[config.mk]
export PLATFORM = sky130hd
export DESIGN_NAME = mem_stage_ctrl
export DESIGN_NICKNAME = d
export VERILOG_FILES = /design/src/rtl/mem_stage_ctrl_pkg.sv /design/src/rtl/mem_stage_ctrl_mw_reg.sv /design/src/rtl/mem_stage_ctrl.sv
export SDC_FILE = /design/constraint.sdc
export NUM_CORES = 1
export LEC_CHECK = 0
export CORE_UTILIZATION = 40
export CTS_CLUSTER_DIAMETER = 80
export CTS_CLUSTER_SIZE = 16
export DETAILED_ROUTE_END_ITERATION = 8
export PLACE_DENSITY_LB_ADDON = 0.2
export RECOVER_POWER = 100
export SYNTH_ARGS = -nofsm -noshare
export SYNTH_HDL_FRONTEND = slang
export SYNTH_SLANG_ARGS = --single-unit
[constraint.sdc]
create_clock -name clk -period 2.45 [get_ports clk]
set_input_delay 0.49 -clock clk [delete_from_list [all_inputs] [get_ports clk]]
set_output_delay 0.49 -clock clk [all_outputs]
set_load 0.02 [all_outputs]
[src/rtl/mem_stage_ctrl_pkg.sv]
// Shared definitions for the memory pipeline stage.
// Opcode constants, FSM state type and opcode classifier.
package mem_stage_ctrl_pkg;

    localparam logic [4:0] OP_LW = 5'b01000;
    localparam logic [4:0] OP_SW = 5'b00111;

    typedef enum logic {
        IDLE   = 1'b0,
        ACCESS = 1'b1
    } state_t;

    function automatic logic is_mem_op(input logic [31:0] ir);
        return (ir[31:27] == OP_LW) || (ir[31:27] == OP_SW);
    endfunction

endpackage

[src/rtl/mem_stage_ctrl_mw_reg.sv]
// One 32-bit field of the M/W pipeline register.
// Loads on enable, clears asynchronously.
module mw_reg (
    input  logic        clk,
    input  logic        clear_n,
    input  logic        en,
    input  logic [31:0] d,
    output logic [31:0] q
);

    always_ff @(posedge clk or negedge clear_n) begin
        if (!clear_n) begin
            q <= '0;
        end else if (en) begin
            q <= d;
        end
    end

endmodule

[src/rtl/mem_stage_ctrl.sv]
// Memory stage: passes ALU results through, runs LW/SW handshakes
// with a timeout, and presents results on the M/W register.
module mem_stage_ctrl
    import mem_stage_ctrl_pkg::*;
#(
    parameter int ADDR_W  = 12,
    parameter int TIMEOUT = 64
) (
    input  logic              clk,
    input  logic              clear_n,
    input  logic              xm_valid,
    input  logic [31:0]       o_in,
    input  logic [31:0]       b_in,
    input  logic [31:0]       ir_in,
    output logic              xm_ready,
    input  logic              flush,
    output logic              mem_req,
    output logic              mem_we,
    output logic [ADDR_W-1:0] mem_addr,
    output logic [31:0]       mem_wdata,
    input  logic [31:0]       mem_rdata,
    input  logic              mem_ack,
    output logic              mw_valid,
    output logic [31:0]       mw_o,
    output logic [31:0]       mw_d,
    output logic [31:0]       mw_ir,
    input  logic              mw_ready,
    output logic              mem_err
);

    state_t      state_q;
    state_t      state_d;
    logic        kill_q;
    logic        resp_done_q;
    logic        lw_q;
    logic [7:0]  cnt_q;
    logic [31:0] o_q;
    logic [31:0] ir_q;
    logic [31:0] resp_data_q;

    logic        in_access;
    logic        can_out;
    logic        accept;
    logic        in_mem;
    logic        ev_ack;
    logic        ev_to;
    logic        done;
    logic        kill_eff;
    logic        complete;
    logic        hold_resp;
    logic        load_alu;
    logic        load_mem;
    logic        mw_load;
    logic [31:0] ev_data;
    logic [31:0] mw_o_d;
    logic [31:0] mw_d_d;
    logic [31:0] mw_ir_d;

    always_comb begin
        in_access = (state_q == ACCESS);
        can_out   = !mw_valid || mw_ready;
        xm_ready  = !in_access && can_out && !flush;
        accept    = xm_valid && xm_ready;
        in_mem    = is_mem_op(ir_in);
        ev_ack    = in_access && !resp_done_q && mem_ack;
        ev_to     = in_access && !resp_done_q && !mem_ack
                    && (cnt_q == 8'(TIMEOUT - 1));
        done      = resp_done_q || ev_ack || ev_to;
        kill_eff  = kill_q || flush;
        // a killed access never writes the output, so it need not wait
        complete  = in_access && done && (kill_eff || can_out);
        hold_resp = (ev_ack || ev_to) && !complete;
        ev_data   = (lw_q && ev_ack) ? mem_rdata : '0;
        load_alu  = accept && !in_mem;
        load_mem  = complete && !kill_eff;
        mw_load   = load_alu || load_mem;
        mw_o_d    = load_alu ? o_in : o_q;
        mw_ir_d   = load_alu ? ir_in : ir_q;
        mw_d_d    = '0;
        if (!load_alu) begin
            mw_d_d = resp_done_q ? resp_data_q : ev_data;
        end
    end

    always_comb begin
        state_d = state_q;
        unique case (state_q)
            IDLE:   if (accept && in_mem) state_d = ACCESS;
            ACCESS: if (complete) state_d = IDLE;
        endcase
    end

    always_ff @(posedge clk or negedge clear_n) begin
        if (!clear_n) begin
            state_q <= IDLE;
        end else begin
            state_q <= state_d;
        end
    end

    always_ff @(posedge clk or negedge clear_n) begin
        if (!clear_n) begin
            mw_valid    <= 1'b0;
            mem_req     <= 1'b0;
            mem_we      <= 1'b0;
            mem_addr    <= '0;
            mem_wdata   <= '0;
            mem_err     <= 1'b0;
            kill_q      <= 1'b0;
            resp_done_q <= 1'b0;
            resp_data_q <= '0;
            lw_q        <= 1'b0;
            cnt_q       <= '0;
            o_q         <= '0;
            ir_q        <= '0;
        end else begin
            mem_err <= mem_err | ev_to;
            if (mw_load) begin
                mw_valid <= 1'b1;
            end else if (!in_access && flush) begin
                mw_valid <= 1'b0;
            end else if (mw_ready) begin
                mw_valid <= 1'b0;
            end
            if (accept && in_mem) begin
                o_q         <= o_in;
                ir_q        <= ir_in;
                lw_q        <= (ir_in[31:27] == OP_LW);
                mem_addr    <= o_in[ADDR_W-1:0];
                mem_we      <= (ir_in[31:27] == OP_SW);
                mem_wdata   <= b_in;
                mem_req     <= 1'b1;
                cnt_q       <= '0;
                kill_q      <= 1'b0;
                resp_done_q <= 1'b0;
            end else if (in_access) begin
                if (flush) kill_q <= 1'b1;
                if (!done) cnt_q <= cnt_q + 8'd1;
                // response captured while the output is still blocked
                if (hold_resp) begin
                    resp_done_q <= 1'b1;
                    resp_data_q <= ev_data;
                    mem_req     <= 1'b0;
                end
                if (complete) begin
                    mem_req     <= 1'b0;
                    kill_q      <= 1'b0;
                    resp_done_q <= 1'b0;
                end
            end
        end
    end

    mw_reg u_mw_o (
        .clk     (clk),
        .clear_n (clear_n),
        .en      (mw_load),
        .d       (mw_o_d),
        .q       (mw_o)
    );

    mw_reg u_mw_d (
        .clk     (clk),
        .clear_n (clear_n),
        .en      (mw_load),
        .d       (mw_d_d),
        .q       (mw_d)
    );

    mw_reg u_mw_ir (
        .clk     (clk),
        .clear_n (clear_n),
        .en      (mw_load),
        .d       (mw_ir_d),
        .q       (mw_ir)
    );

endmodule

==> results.toml, run 1 <==
[placed_design]
port-buffer-count = 278
dp.cells = 1718
dp_hpwl_um = 18100
pre_cts_slack_ns = -0.0584
place.gp.congestion = 0.799

[sta]
fmax_ghz = 0.444
rsz0062_at_grt = "false"
tightest_slew_ns = 1.55
finalSetupViolCount = 0
hold_viol_final = 0
drv_slew = 65
maxSlewHeadroom_pct = -3.26
setup_slack_ns = 0.195
finalCritPeriodShare_pct = 92.0
skew_ns = 0.0101
min_period_ns = 2.25

[floorplan]
ioPinCount = 279
fp.dieH_um = 163
initial_utilization_pct = 40.9
dieWidth_um = 163
die_area_mm2 = 0.0265
fp.coreArea_mm2 = 0.0253
rows = 58

[clocking]
cts_buffer_depth = 3
cts_root_buffer = "clkbuf_16"
clkSinkCount = 240
clkTransAtPathRegs_ns = 0.07
tritoncts = "yes"
cts-buffers-inserted = 18
h-tree-depth = 1
clk_latency_ns = 0.49
post-cts-setup-buffer-count = 0

[detailed_routing]
routed_wirelength_um = 27600
drtAntennaViolNets = 0
dr.pass1.iters = 5
drt-initial-drc-count = 482
wire_per_inst_um = 15.9
viasPerCell = 4.96
drc = 0
vias = 8628

[critical_path]
cpLargestDelayFamily = "simple AND/OR/NAND/NOR gates"
worst-setup-path-type = "input pin to register"
crit-reg2reg-capture = "u_mw_ir.q[27]"
path_depth = 7
reg2reg_depth = 6
r2r-start = "cnt_q[6]"
cp_max_fo = 42
cp_num_buf_inv = 2
crit_arrival_ns = 2.63
reg2reg_slack_ns = 0.27
cpMostUsedCell = "nand2_1"
cp-end-kind = "register"
path_cells = "dlygate4sd3_1 -> or3b_1 -> o21a_1 -> or3_1 -> buf_6 -> nand2_1 -> nand2_1"
cpMaxStageDelayCell = "dlygate4sd3_1"
worst_path_largest_cell_delay_ns = 0.58
required_ns = 2.83
critPathLaunchType = "input pin"

[logic_synthesis]
synth_top_area_share_pct = 58.1
yosys.area_share.simple_pct = 22.3
synth_compound_area_share_pct = 14.1
yosysMostFrequentCell = "nand2_1"
synth_mux_area_share_pct = 0.194
synthTopCellsByArea = "dfrtp_1 (58%), nand2_1 (16%), a21oi_1 (6.7%)"
synth_nets = 1286
synthesis.area_mm2 = 0.0103
synthAdderAreaFrac_pct = 0.121
synth_seq_cells = 240
synthArstFlopShare_pct = 100
syn_inst = 1151
synth.distinct_cells = 43
ys_warn_count = 0
yosys.area.top_type = "dfrtp_1"
ys_seq_area_share_pct = 58.1
synth_common_cells = "nand2_1 (438), dfrtp_1 (240), a21oi_1 (138)"
synth_edf_count = 0
synth_top_family_by_area = "simple AND/OR/NAND/NOR gates"
synth_flop_cell = "dfrtp_1"
syn-mean-instance-area_um2 = 8.98
synth_xor_xnor_area_share_pct = 0.254

[finish]
drive_gt1_share_pct = 6.32
multi_input_area_mm2 = 0.00377
antenna_cells = 0
regArea_mm2 = 0.00601
final_nets = 1544
fillers = 2270
area.growth.synth_to_final_pct = 36.1
final_cells = 1738

[hold_path]
worstHoldEndpoint = "mem_wdata[13]"
hp-class = "register to register"
worstHoldStart = "mem_wdata[13]"
min_path_cells = 2

[grt]
grt-ovfl-total = 0
grt_use_met3_pct = 5.22
antenna_found_initial = 0
track_usage_pct = 21.2
grt_max_degree = 68
grt_use_met1_pct = 28.5
grt-busiest-layer = "met2"
grt_pass1_vias = 8479
use_met2_pct = 34.1
grt_pass1_wl_um = 45000

[power_and_ir_drop]
irDropWorstVdd_uv = 521
power.density_mw_per_mm2 = 975
p_leak_uw = 0.00657

[run_status]
status = "finished with violations"
failed_checks = "max-capacitance violations, max-slew violations"

[flow_run]
cap_violations = 1
==> stage by stage <==
step	util (%)	hold slack [ns]	area (µm²)	total power (µW)	setup TNS, ns
6_report	55.7	0.472	14100	13700	0
5_1_grt	55.7	0.488	14100	14600	0
4_1_cts	56.3	0.480	14200	14400	0
3_5_place_dp	54.3	0.462	13700	11600	-2.63
3_3_place_gp	54.3	0.457	13700	11500	-0.188
2_1_floorplan	-	0.194	10300	8740	0
==> sequential cells by signal, summed over array words and instances, names as in the netlist, 8 cells and up <==
signal / count
cnt_q: 8
ir_q: 32
mem_addr: 11
mem_wdata: 32
o_q: 21
resp_data_q: 32
u_mw_d.q: 32
u_mw_ir.q: 32
u_mw_o.q: 32
==> cell type report <==
cell class | instances | share of cell area (%)
inverters | 7 | 0.187
clock buffers | 19 | 3.38
well taps | 330 | 2.94
multi-input cells | 814 | 26.8
flip-flops and latches | 240 | 42.7
repair buffers | 328 | 23.9
==> cells in the final DEF, fill, tap and decap left out, types with 9 or more instances in the layout <==
| cell | n |
|---|---|
| nand3_1 | 9 |
| nor2_1 | 111 |
| buf_12 | 19 |
| o21ai_0 | 42 |
| dlygate4sd3_1 | 146 |
| nand2_1 | 437 |
| dfrtp_1 | 240 |
| a21oi_1 | 138 |
| buf_4 | 17 |
| clkbuf_16 | 19 |
| a311oi_1 | 11 |
| a311oi_2 | 21 |
| clkdlybuf4s50_1 | 131 |
==> kinds of logic after synthesis <==
| family | count (synthesis) |
|---|---|
| flip-flops | 240 |
| multiplexers | 2 |
| adder cells (fa/ha/maj) | 1 |
| XOR/XNOR | 3 |
| AO/OA/AOI/OAI | 222 |
| AND/OR/NAND/NOR | 586 |
| buffers and inverters | 97 |
==> how the worst max path moves through the flow <==
stage	start	to	slack [ns]
2_1_floorplan	ir_in[28]	mem_wdata[30]	0.43
3_3_place_gp	ir_in[30]	cnt_q[0]	-0.03
3_5_place_dp	ir_in[30]	cnt_q[1]	-0.06
4_1_cts	in_access	xm_ready	0.27
5_1_grt	cnt_q[6]	u_mw_ir.q[27]	0.06
6_report	ir_in[30]	mem_wdata[20]	0.20
==> power by group <==
group          internal, µW  switching, µW
Clock                  1370           1340
Sequential             5170            679
Combinational          2250           2910
==> worst reg2reg max path, cell delays in order (launching register included) <==
cell and delay (ns):
dfrtp_1 0.42, nand4bb_1 0.28, o21ai_0 0.45, and2_4 0.31, buf_6 0.33, a21oi_1 0.12
o21ai_0 0.18
==> metal layers <==
layer,vias to the layer above,part of all wire [%]
met2,234,47
li1,4246,-
met5,-,0
met3,35,6.4
met4,0,2.5
met1,4113,44
==> repair_timing <==
action	in CTS	in global routing
hold buffers	1	0
setup endpoints to repair	1	0
gates resized for setup	1	0
hold endpoints to repair	64	0
Power figures use the tool's default switching activity.
==> run 2, diff against run 1 <==
--- a/config.mk
+++ b/config.mk
@@ -5,6 +5,7 @@
 export SDC_FILE = /design/constraint.sdc
 export NUM_CORES = 1
 export LEC_CHECK = 0
+export CORE_MARGIN = 4
 export CORE_UTILIZATION = 40
 export CTS_CLUSTER_DIAMETER = 80
 export CTS_CLUSTER_SIZE = 16
==> results.toml, run 2 (same netlist as run 1, synthesis figures left out) <==
[detailed_routing]
drtAntennaViolNets = 0
wire_per_inst_um = 16.9
vias = 8705
viasPerCell = 5.02
drt-initial-drc-count = 646
drc = 0
routed_wirelength_um = 29200
dr.pass1.iters = 4

[floorplan]
die_area_mm2 = 0.0285
fp.coreArea_mm2 = 0.0253
rows = 58
ioPinCount = 279
dieWidth_um = 169
initial_utilization_pct = 40.8
fp.dieH_um = 169

[power_and_ir_drop]
power_switching_uw = 4980
internal-power_uw = 8770
power.density_mw_per_mm2 = 985
p_leak_uw = 0.00652
pwr-share-seq_pct = 42.6
sw_frac_of_total_pct = 36.2
p_clk_share_pct = 19.8
irDropWorstVdd_uv = 478
p_comb_share_pct = 37.6

[sta]
hold_viol_final = 0
setup_slack_ns = 0.252
finalSetupViolCount = 0
tightest_slew_ns = 1.08
timing.hold.ws_ns = 0.469
min_period_ns = 2.20
drv_slew = 0
finalSetupTns_ns = 0
finalCritPeriodShare_pct = 89.7
skew_ns = 0.0148
maxSlewHeadroom_pct = 28.2
fmax_ghz = 0.455
rsz0062_at_grt = "false"

[placed_design]
port-buffer-count = 278
pre_cts_slack_ns = -0.0845
place.gp.congestion = 0.811
dp_hpwl_um = 19600

[clocking]
clkSinkCount = 240
h-tree-depth = 1
cts-buffers-inserted = 18
cts_root_buffer = "clkbuf_16"
clk_latency_ns = 0.50
tritoncts = "yes"
cts_buffer_depth = 3
clkTransAtPathRegs_ns = 0.07

[grt]
antenna_found_initial = 1
grt_max_degree = 65
grt-ovfl-total = 0
track_usage_pct = 20.5
grt_pass1_wl_um = 48100
grt_pass1_vias = 8921

[finish]
regArea_mm2 = 0.00601
final_cell_mix = "nand2_1 (437), dfrtp_1 (240), dlygate4sd3_1 (147), a21oi_1 (138), clkdlybuf4s50_1 (130)"
final_nets = 1540
layout_commonest_cell = "nand2_1"
multi_input_area_mm2 = 0.00375
area.growth.synth_to_final_pct = 35.1
fillers = 2334
drive_gt1_share_pct = 5.84

[critical_path]
reg2reg_slack_ns = 0.31
cpLargestDelayFamily = "buffers and inverters"
cp-end-kind = "register"
critPathLaunchType = "input pin"
required_ns = 2.79
cpMaxStageDelayCell = "dlygate4sd3_1"
worst_path_largest_cell_delay_ns = 0.58
cp_max_fo = 24
crit_arrival_ns = 2.54
worst-setup-path-type = "input pin to register"
cp_num_buf_inv = 3
path_cells = "dlygate4sd3_1 -> or3b_1 -> o21a_4 -> clkbuf_1 -> o21bai_4 -> clkbuf_4 -> o221ai_1"

[run_status]
status = "complete, no violations"

[hold_path]
hp-class = "register to register"

[flow_run]
cap_violations = 0
run 2: cell count changes in the layout (fill, tap and decap cells not counted), sizes merged:
cell / delta
buf: -4
clkdlybuf4s50: -1
clkbuf: +1
diode: +1
dlygate4sd3: +1
dlygate4sd2: -1
run 2: timing repair:
item,CTS,global route
gates resized for setup,0,1
setup buffers,0,0
endpoints found under the hold margin,55,0
hold buffers,1,0
setup endpoints to repair,0,1
run 2: cell type report:
type / count / area share (%)
repair buffers: 324 / 23.6
well taps: 330 / 2.96
multi-input cells: 814 / 26.8
flip-flops and latches: 240 / 43.0
diodes: 1 / 0.0179
inverters: 7 / 0.188
clock buffers: 19 / 3.41
run 2: path summary, 6_finish.rpt:
path	depth (start not counted)	to	startpoint
hold reg to reg	2	mem_wdata[16]	mem_wdata[16]
max in group asynchronous	3	mem_wdata[13]	clear_n
setup / recovery	7	mw_valid	ir_in[30]
hold / removal	2	mem_wdata[16]	mem_wdata[16]
min in group asynchronous	2	u_mw_d.q[9]	clear_n
setup reg to reg	6	u_mw_d.q[24]	cnt_q[6]
run 2: power by group through the flow:
stage	clock [µW]	combinational [µW]	sequential (µW)
CTS	2820	5690	5910
finish	2720	5170	5850
detailed placement	0	5670	5960
global placement	0	5600	5940
global route	2950	5640	6040
floorplan	0	1800	6940
run 2: stage by stage:
step,total power [µW],cell area [µm²],utilization (%),instances
after floorplan,8740,10300,-,1151
after global placement,11500,13600,53.9,1714
after detailed placement,11600,13600,53.9,1714
after CTS,14400,14100,55.8,1734
after global routing,14600,14000,55.1,1735
final,13700,14000,55.1,1735
run 2: tightest hold or removal path, delay by kind of cell, from the launching register on:
family           cells  cell delay (ns)
flip-flops           1             0.34
AND/OR/NAND/NOR      2             0.10
run 2: layer usage:
metal,GRT usage [%],part of all wire [%],wire length [µm],vias to the layer above
met5,0,0,0,-
met1,27.1,43,12500,4196
li1,-,-,-,4243
met2,33.4,47,13800,226
met3,6.05,7.6,2230,40
met4,4.80,2.6,753,0
